==> src/rtl/univ_shift_pkg.sv <==
// ---------------------------------------------------------------------------
// univ_shift_pkg
//
// Shared definitions for the universal shift register slice:
//   - 3-bit operation codes decoded by univ_shift_reg
//   - burst controller FSM state encoding used by shift_burst_ctrl
// ---------------------------------------------------------------------------
package univ_shift_pkg;

  // Operation select codes. Acted upon only when en=1 and no burst runs.
  localparam logic [2:0] OP_HOLD  = 3'b000;  // q unchanged
  localparam logic [2:0] OP_LOAD  = 3'b001;  // parallel load from d
  localparam logic [2:0] OP_SHL   = 3'b010;  // logical left, si_l enters bit 0
  localparam logic [2:0] OP_SHR   = 3'b011;  // logical right, si_r enters MSB
  localparam logic [2:0] OP_ROL   = 3'b100;  // rotate left
  localparam logic [2:0] OP_ROR   = 3'b101;  // rotate right
  localparam logic [2:0] OP_ASR   = 3'b110;  // arithmetic right, MSB replicated
  localparam logic [2:0] OP_BURST = 3'b111;  // multi-cycle right shift by amt

  // Burst controller states.
  typedef enum logic {
    ST_IDLE = 1'b0,
    ST_RUN  = 1'b1
  } burst_state_t;

endpackage : univ_shift_pkg

==> src/rtl/shift_burst_ctrl.sv <==
// ---------------------------------------------------------------------------
// shift_burst_ctrl
//
// Sequencer for the multi-cycle burst right shift. Owns the IDLE/RUN FSM,
// the clamping down-counter and the busy/done handshake. While RUN it raises
// shift_r every cycle so the datapath performs one logical right shift per
// clock edge.
//
// Ports:
//   clk      in   clock, rising edge
//   reset    in   asynchronous, active-high; returns to IDLE, clears count/done
//   start    in   burst request (en=1 and op=BURST); honoured only in IDLE
//   amt      in   requested shift count, clamped to WIDTH
//   busy     out  burst in progress (FSM in RUN)
//   done     out  registered one-cycle pulse after the last shift
//   shift_r  out  datapath strobe: shift right on this edge
// ---------------------------------------------------------------------------
module shift_burst_ctrl
  import univ_shift_pkg::*;
#(
  parameter int WIDTH = 8,
  parameter int CNT_W = $clog2(WIDTH + 1)
) (
  input  logic             clk,
  input  logic             reset,
  input  logic             start,
  input  logic [CNT_W-1:0] amt,
  output logic             busy,
  output logic             done,
  output logic             shift_r
);

  localparam logic [CNT_W-1:0] CNT_MAX = CNT_W'(WIDTH);

  burst_state_t     state, state_next;
  logic [CNT_W-1:0] cnt, cnt_next;
  logic             done_next;

  // Requests beyond WIDTH would only shift in more si_r bits over bits that
  // are already replaced, so the count saturates at WIDTH.
  logic [CNT_W-1:0] amt_clamped;
  assign amt_clamped = (amt > CNT_MAX) ? CNT_MAX : amt;

  // NOTE: sequential state uses non-blocking assignments so every register
  // samples pre-edge values, independent of process evaluation order.
  always_ff @(posedge clk or posedge reset) begin
    if (reset) begin
      state <= ST_IDLE;
      cnt   <= '0;
      done  <= 1'b0;
    end else begin
      state <= state_next;
      cnt   <= cnt_next;
      done  <= done_next;
    end
  end

  // NOTE: every output of this block gets a default before the case so no
  // path leaves a signal unassigned, which would infer a latch.
  always_comb begin
    state_next = state;
    cnt_next   = cnt;
    done_next  = 1'b0;

    unique case (state)
      ST_IDLE: begin
        if (start) begin
          if (amt == '0) begin
            // Zero-length burst: nothing to shift, but the requester still
            // gets its completion pulse.
            done_next = 1'b1;
          end else begin
            // Start edge only arms the counter; first shift is next edge.
            cnt_next   = amt_clamped;
            state_next = ST_RUN;
          end
        end
      end

      ST_RUN: begin
        cnt_next = cnt - 1'b1;
        if (cnt == CNT_W'(1)) begin
          done_next  = 1'b1;
          state_next = ST_IDLE;
        end
      end

      default: begin
        state_next = ST_IDLE;
      end
    endcase
  end

  assign busy    = (state == ST_RUN);
  assign shift_r = (state == ST_RUN);

endmodule : shift_burst_ctrl

==> src/rtl/univ_shift_reg.sv <==
// ---------------------------------------------------------------------------
// univ_shift_reg
//
// Parameterised universal shift register: hold, parallel load, logical
// shifts, rotates, arithmetic shift right and a multi-cycle burst right
// shift sequenced by shift_burst_ctrl. Single-step ops take effect on the
// next rising edge and may be issued every cycle.
//
// Parameters:
//   WIDTH   register width (>= 2)
//   CNT_W   derived burst count width, $clog2(WIDTH+1); not overridable
//
// Ports:
//   clk    in   clock, rising edge
//   reset  in   asynchronous, active-high; clears q, busy, done immediately
//   en     in   operation enable; op honoured only when en=1 and busy=0
//   op     in   operation select (see univ_shift_pkg)
//   si_l   in   serial input into bit 0 for SHL
//   si_r   in   serial input into bit WIDTH-1 for SHR and burst
//   d      in   parallel load data
//   amt    in   burst shift count, sampled with op=BURST
//   q      out  register contents
//   so_l   out  q[WIDTH-1]
//   so_r   out  q[0]
//   busy   out  burst in progress
//   done   out  one-cycle pulse after burst completion
// ---------------------------------------------------------------------------
module univ_shift_reg
  import univ_shift_pkg::*;
#(
  parameter  int WIDTH = 8,
  localparam int CNT_W = $clog2(WIDTH + 1)
) (
  input  logic             clk,
  input  logic             reset,
  input  logic             en,
  input  logic [2:0]       op,
  input  logic             si_l,
  input  logic             si_r,
  input  logic [WIDTH-1:0] d,
  input  logic [CNT_W-1:0] amt,
  output logic [WIDTH-1:0] q,
  output logic             so_l,
  output logic             so_r,
  output logic             busy,
  output logic             done
);

  logic             accept;     // op is acted upon this edge
  logic             start;      // burst request towards the controller
  logic             shift_r;    // controller-driven burst shift strobe
  logic [WIDTH-1:0] q_next;

  assign accept = en && !busy;
  assign start  = en && (op == OP_BURST);

  shift_burst_ctrl #(
    .WIDTH (WIDTH),
    .CNT_W (CNT_W)
  ) u_ctrl (
    .clk     (clk),
    .reset   (reset),
    .start   (start),
    .amt     (amt),
    .busy    (busy),
    .done    (done),
    .shift_r (shift_r)
  );

  // Burst shifting takes priority; while it runs, op/d/en are ignored
  // because accept is low whenever busy is high.
  always_comb begin
    q_next = q;
    if (shift_r) begin
      q_next = {si_r, q[WIDTH-1:1]};
    end else if (accept) begin
      case (op)
        OP_LOAD:  q_next = d;
        OP_SHL:   q_next = {q[WIDTH-2:0], si_l};
        OP_SHR:   q_next = {si_r, q[WIDTH-1:1]};
        OP_ROL:   q_next = {q[WIDTH-2:0], q[WIDTH-1]};
        OP_ROR:   q_next = {q[0], q[WIDTH-1:1]};
        OP_ASR:   q_next = {q[WIDTH-1], q[WIDTH-1:1]};
        // HOLD keeps q; BURST's start edge performs no shift.
        OP_HOLD,
        OP_BURST: q_next = q;
        default:  q_next = q;
      endcase
    end
  end

  always_ff @(posedge clk or posedge reset) begin
    if (reset) begin
      q <= '0;
    end else begin
      q <= q_next;
    end
  end

  assign so_l = q[WIDTH-1];
  assign so_r = q[0];

endmodule : univ_shift_reg

==> config.mk <==
export PLATFORM = sky130hd
export DESIGN_NAME = univ_shift_reg
export DESIGN_NICKNAME = d
export VERILOG_FILES = /design/src/rtl/univ_shift_pkg.sv /design/src/rtl/shift_burst_ctrl.sv /design/src/rtl/univ_shift_reg.sv
export SDC_FILE = /design/constraint.sdc
export NUM_CORES = 1
export LEC_CHECK = 0
export ABC_AREA = 0
export CAP_MARGIN = 15
export CELL_PAD_IN_SITES_DETAIL_PLACEMENT = 0
export CELL_PAD_IN_SITES_GLOBAL_PLACEMENT = 1
export CORE_UTILIZATION = 37
export DETAILED_ROUTE_END_ITERATION = 16
export PLACE_DENSITY = 0.94
export SYNTH_ARGS = -nofsm -noshare
export SYNTH_HDL_FRONTEND = slang
export SYNTH_SLANG_ARGS = --single-unit
==> constraint.sdc <==
create_clock -name clk -period 4.1 [get_ports clk]
set_clock_uncertainty 0.2 [all_clocks]
set_input_delay 1.025 -clock clk [delete_from_list [all_inputs] [get_ports clk]]
set_output_delay 1.025 -clock clk [all_outputs]
set_load 0.02 [all_outputs]
Word level (Yosys, flattened, before mapping)
Cells that the tools add are included.
{"block": "classes", "addsub": 1, "mul": 0, "div": 0, "magnitude_cmp": 1, "n_eq_ne": 12, "shift": 0, "muxes": 15, "n_bitwise": 1, "n_reduce_logical": 10}
{"cell": "$pmux W8 S6", "count": 1}
{"cell": "$mux W8", "count": 2}
{"cell": "$eq A3 B3 Y1 const B", "count": 4}
{"cell": "$mux W4", "count": 3}
{"cell": "$pmux W4 S2", "count": 1}
{"cell": "$eq A3 B2 Y1 const B", "count": 2}
{"cell": "$mux W1", "count": 6}
{"cell": "$eq A4 B1 Y1 const B", "count": 1}
{"cell": "$gt A4 B4 Y1 const B", "count": 1}
{"cell": "$logic_not A4 Y1", "count": 1}
{"cell": "$ne A2 B1 Y1 const B", "count": 2}
{"cell": "$ne A2 B2 Y1 const B", "count": 2}
{"cell": "$pmux W1 S2", "count": 2}
{"cell": "$reduce_and A2 Y1", "count": 2}
{"cell": "$sub A4 B1 Y4 const B", "count": 1}
{"cell": "$eq A3 B1 Y1 const B", "count": 1}
{"cell": "$logic_not A3 Y1", "count": 1}
{"cell": "$reduce_and A3 Y1", "count": 1}
{"cell": "$logic_and A1 B1 Y1", "count": 2}
{"cell": "$reduce_bool A2 Y1", "count": 1}
{"cell": "$reduce_or A2 Y1", "count": 1}
{"cell": "$logic_not A1 Y1", "count": 1}
{"cell": "$not A1 Y1", "count": 1}
{"block": "totals", "ff_bits": 14, "latchBits": 0, "ramBits": 0, "romBits": 0, "out_inout_bits": 12, "memories": 0}

Longest topological paths before layout
{"block": "logic_depth", "word_depth": 5, "mapped_depth": 6}

Cells and area by module
Synthesis repeated with hierarchy kept, for this count alone.
{"block": "unflattened", "hier_cells": 114, "area_unflattened_um2": 1084.8}
{"module": "univ_shift_reg", "instances": 1, "cells_per_inst": 80, "area_each_um2": 733.2, "seq_area_each_um2": 200.2}
{"module": "shift_burst_ctrl", "instances": 1, "cells_per_inst": 34, "area_each_um2": 351.6, "seq_area_each_um2": 150.1}

Least setup slack after synthesis
OpenSTA, ideal clock, no wires.
{"block": "synth_timing", "kind": "input port to flip-flop", "startpoint": "in op[2]", "endpoint": "reg q[0]", "arrival_time_ns": 1.909, "path_slack_ns": 1.865, "stages": 5, "n_path_buf": 1, "cell_sequence": "buf_4 a211o_4 o211ai_2 nand2_1 o32a_1"}
{"block": "synth_between", "elab_chain_cells": 4, "elab_cells_between_ends": 14, "classes_between": "eq/ne: 8; mux: 3; reduce/logical: 3"}
{"element": "start, declared", "line_no": "univ_shift_reg.sv:37", "text": "input logic [2:0] op,"}
{"element": "$eq A3 B3 Y1 (tied with other cells)", "line_no": "univ_shift_reg.sv:77", "text": "case (op)"}
{"element": "$pmux W8 S6 / $reduce_or A2 Y1 (equally long branches)", "line_no": "univ_shift_reg.sv:77"}
{"element": "$mux W8 / $ne A2 B1 Y1 (equally long branches)"}
{"element": "$mux W8 / $reduce_and A2 Y1 (equally long branches)"}
{"element": "end signal, assigned", "line_no": "univ_shift_reg.sv:96", "text": "q <= q_next;"}
{"element": "end, declared", "line_no": "univ_shift_reg.sv:42", "text": "output logic [WIDTH-1:0] q,"}
Parallel ways exist; a longest one is shown, timed or not. The select of a mux whose other input is x is not followed.
A chain may end at the register's enable or synchronous reset.

Final worst setup path
{"block": "layout_timing", "startpoint": "reg u_ctrl.state, in the netlist u_ctrl.busy", "endpoint": "out busy"}
{"element": "start, declared", "line_no": "shift_burst_ctrl.sv:35", "text": "burst_state_t state, state_next;"}
{"element": "start signal, assigned", "line_no": "shift_burst_ctrl.sv:52", "text": "state <= state_next;"}
{"element": "end, declared", "line_no": "univ_shift_reg.sv:45", "text": "output logic busy,"}
No word-level cell between the ends.

==> metrics.cfg <==
[critical_path]
cpPeakStageDelay_ns=0.79
critical_path.top_delay_family=flip-flops
criticalPathCategory=flip-flop to primary output
crit_chain=clkdlybuf4s50_1
critical_path_buf_inv_count=1
r2r-start=u_ctrl.busy$_DFF_PP0_
cp-startpoint=u_ctrl.busy$_DFF_PP0_
cp_max_fo=22
crit_required_ns=2.87
startpoint_type=flip-flop
arrival_ns=1.81
slowest_stage=dfrtp_1
cp-end-kind=primary output

[clock_network]
cts_resized=0
cts_tree=yes
insertion_delay_ns=0.28
clkTransAtPathRegs_ns=0.08
cts_setup_buffers=0
cts_htree_levels=1
cts.sinks=14
clockRootBuffer=clkbuf_4
postCtsHoldBufs=0
cts-buffers-inserted=3
clockBufferDepth=2

[cells_and_area]
fin_area_um2=1350
area_delta_synth_final_pct=28.3
register_area_um2=350
antennaDiodeCount=0
nets=163
multi_input_area_um2=612
fillers=259
drive_gt1_share_pct=7.19

[global_routing]
grt-ovfl-total=0
antenna_found_initial=0
grt_usage_pct=16.6
grt_pass1_wl_um=4090
grt_pass1_vias=929
grt_max_degree=23

[logic_synthesis]
synth-async-reset-ratio_pct=100
yosysMostFrequentCell=dfrtp_1
synthAdderAreaFrac_pct=2.38
synth-simple-area-share_pct=18.2
ys_top_cells_by_area=dfrtp_1 33%, a21oi_1 5.7%, nand3b_1 5.7%
synth_top_area_share_pct=33.3
synth_top_family_by_area=compound AO/OA/AOI/OAI gates
ys_warn_count=0
synthXorXnorAreaFrac_pct=3.21
synth_compound_area_share_pct=34.3
synth-edff-count=0
ys_seq_elements=14
syn-num-nets=136
synthMuxAreaShare_pct=0
syn_inst=114
avgSynthCellArea_um2=9.24
yosysSeqAreaShare_pct=33.3
yosys.area.top_type=dfrtp_1
synth_common_cells=14 x dfrtp_1, 12 x a21oi_1, 11 x nand2_1
netlist_area_um2=1050
synth_ff_type=dfrtp_1
synth_cell_type_count=40

[timing]
slew_viol_final=0
rsz0062_at_grt=false
max_freq_mhz=329
min_period_ns=3.04
setup_slack_ns=1.06
fin_setup_tns_ns=0
period_share_pct=74.0
worst_pin_slew_ns=0.684
hold_violations=0
setup-violations-final=0
slew_headroom_pct=54.4

[routing]
drtIter0Drc=16
avgRoutedWirePerCell_um=14.9
num_vias=995
drtPass1Iterations=4
drc_errors=0
ant_nets=0
drt-vias-per-instance=5.89
drt_wl_total_um=2510

[placed_design]
io_buffers=31
dp_worst_setup_slack_ns=0.965
post-dp-hpwl_um=1830
place_area_um2=1330
gp_congestion=0.787

[worst_hold_path]
hp-class=flip-flop to flip-flop
min-delay-start=u_ctrl.cnt[0]$_DFFE_PP0P_

[floorplan]
die_area_um2=3060
die_x_um=55.4
io_pins=32
core-area_um2=2590
die_h_um=55.4
row_count=18
start_util_pct=40.7

[flow_run]
maxCapViolations=0

[run_status]
run_status=completed

[power]
ir_drop_mv=0.364
power.leakage_nw=0.525
power_density_nw_per_um2=635

flip-flops by register name (all words and copies together), names as in the netlist:
signal,count
q,8
u_ctrl.cnt,4
u_ctrl.busy,1
u_ctrl.done,1
power breakdown:
group / switching [mW] / internal (mW) / leakage [nW] / total [mW]
registers: 0.100 / 0.207 / 0.163 / 0.307
clock network: 0.0477 / 0.0341 / 0.0138 / 0.0818
logic: 0.226 / 0.243 / 0.348 / 0.470
total: 0.374 / 0.484 / 0.525 / 0.858
cell type report:
| type | instances | share of cell area (%) |
|---|---|---|
| sequential | 14 | 25.9 |
| clock buffer | 3 | 1.67 |
| inverter | 5 | 1.39 |
| multi-input combinational | 86 | 45.3 |
| timing repair buffer | 31 | 23.0 |
| tap | 30 | 2.78 |
cells by family after synthesis:
kind of cell	Yosys count
adder cells (fa/ha/maj)	2
XOR/XNOR	3
buffers and inverters	14
AND/OR/NAND/NOR	32
AO/OA/AOI/OAI	49
flip-flops	14
metrics by stage:
step / hold WS [ns] / power [mW] / instances / util [%]
floorplan: 0.309 / 0.614 / 114 / -
global placement: 0.361 / 0.771 / 166 / 51.3
detailed placement: 0.371 / 0.779 / 166 / 51.3
CTS: 0.388 / 0.863 / 169 / 52.2
global route: 0.409 / 0.922 / 169 / 52.2
finish: 0.379 / 0.858 / 169 / 52.2
layout by cell type (no fill, tap or decap), types with 2 or more instances in the layout:
master	instances
dfrtp_1	14
a211oi_1	2
clkdlybuf4s50_1	31
o211ai_1	6
o22a_1	6
nand2b_1	3
a21oi_1	12
o31ai_1	2
ha_1	2
a221oi_1	2
inv_1	5
clkbuf_4	3
o21ai_0	7
nand3b_1	8
nor2_1	3
nand2_1	11
final timing paths:
check	to	slack, ns	depth (start not counted)
worst max-delay path	busy	1.06	1
worst min-delay path	u_ctrl.cnt[0]$_DFFE_PP0P_	0.38	1
worst max register to register	q[0]$_DFFE_PP0P_	2.08	4
worst min register to register	u_ctrl.cnt[0]$_DFFE_PP0P_	0.38	1
max in group asynchronous	u_ctrl.cnt[3]$_DFFE_PP0P_	2.47	2
min in group asynchronous	q[4]$_DFFE_PP0P_	0.87	2
per-layer routing:
metal	vias to the layer above	GRT usage (%)	part of all wire, %
li1	488	-	-
met1	476	20.0	47
met2	27	28.1	48
met3	4	5.85	4.4
met4	0	4.29	0.56
met5	-	0	0
No activity file was read; power rests on OpenSTA's default activity.
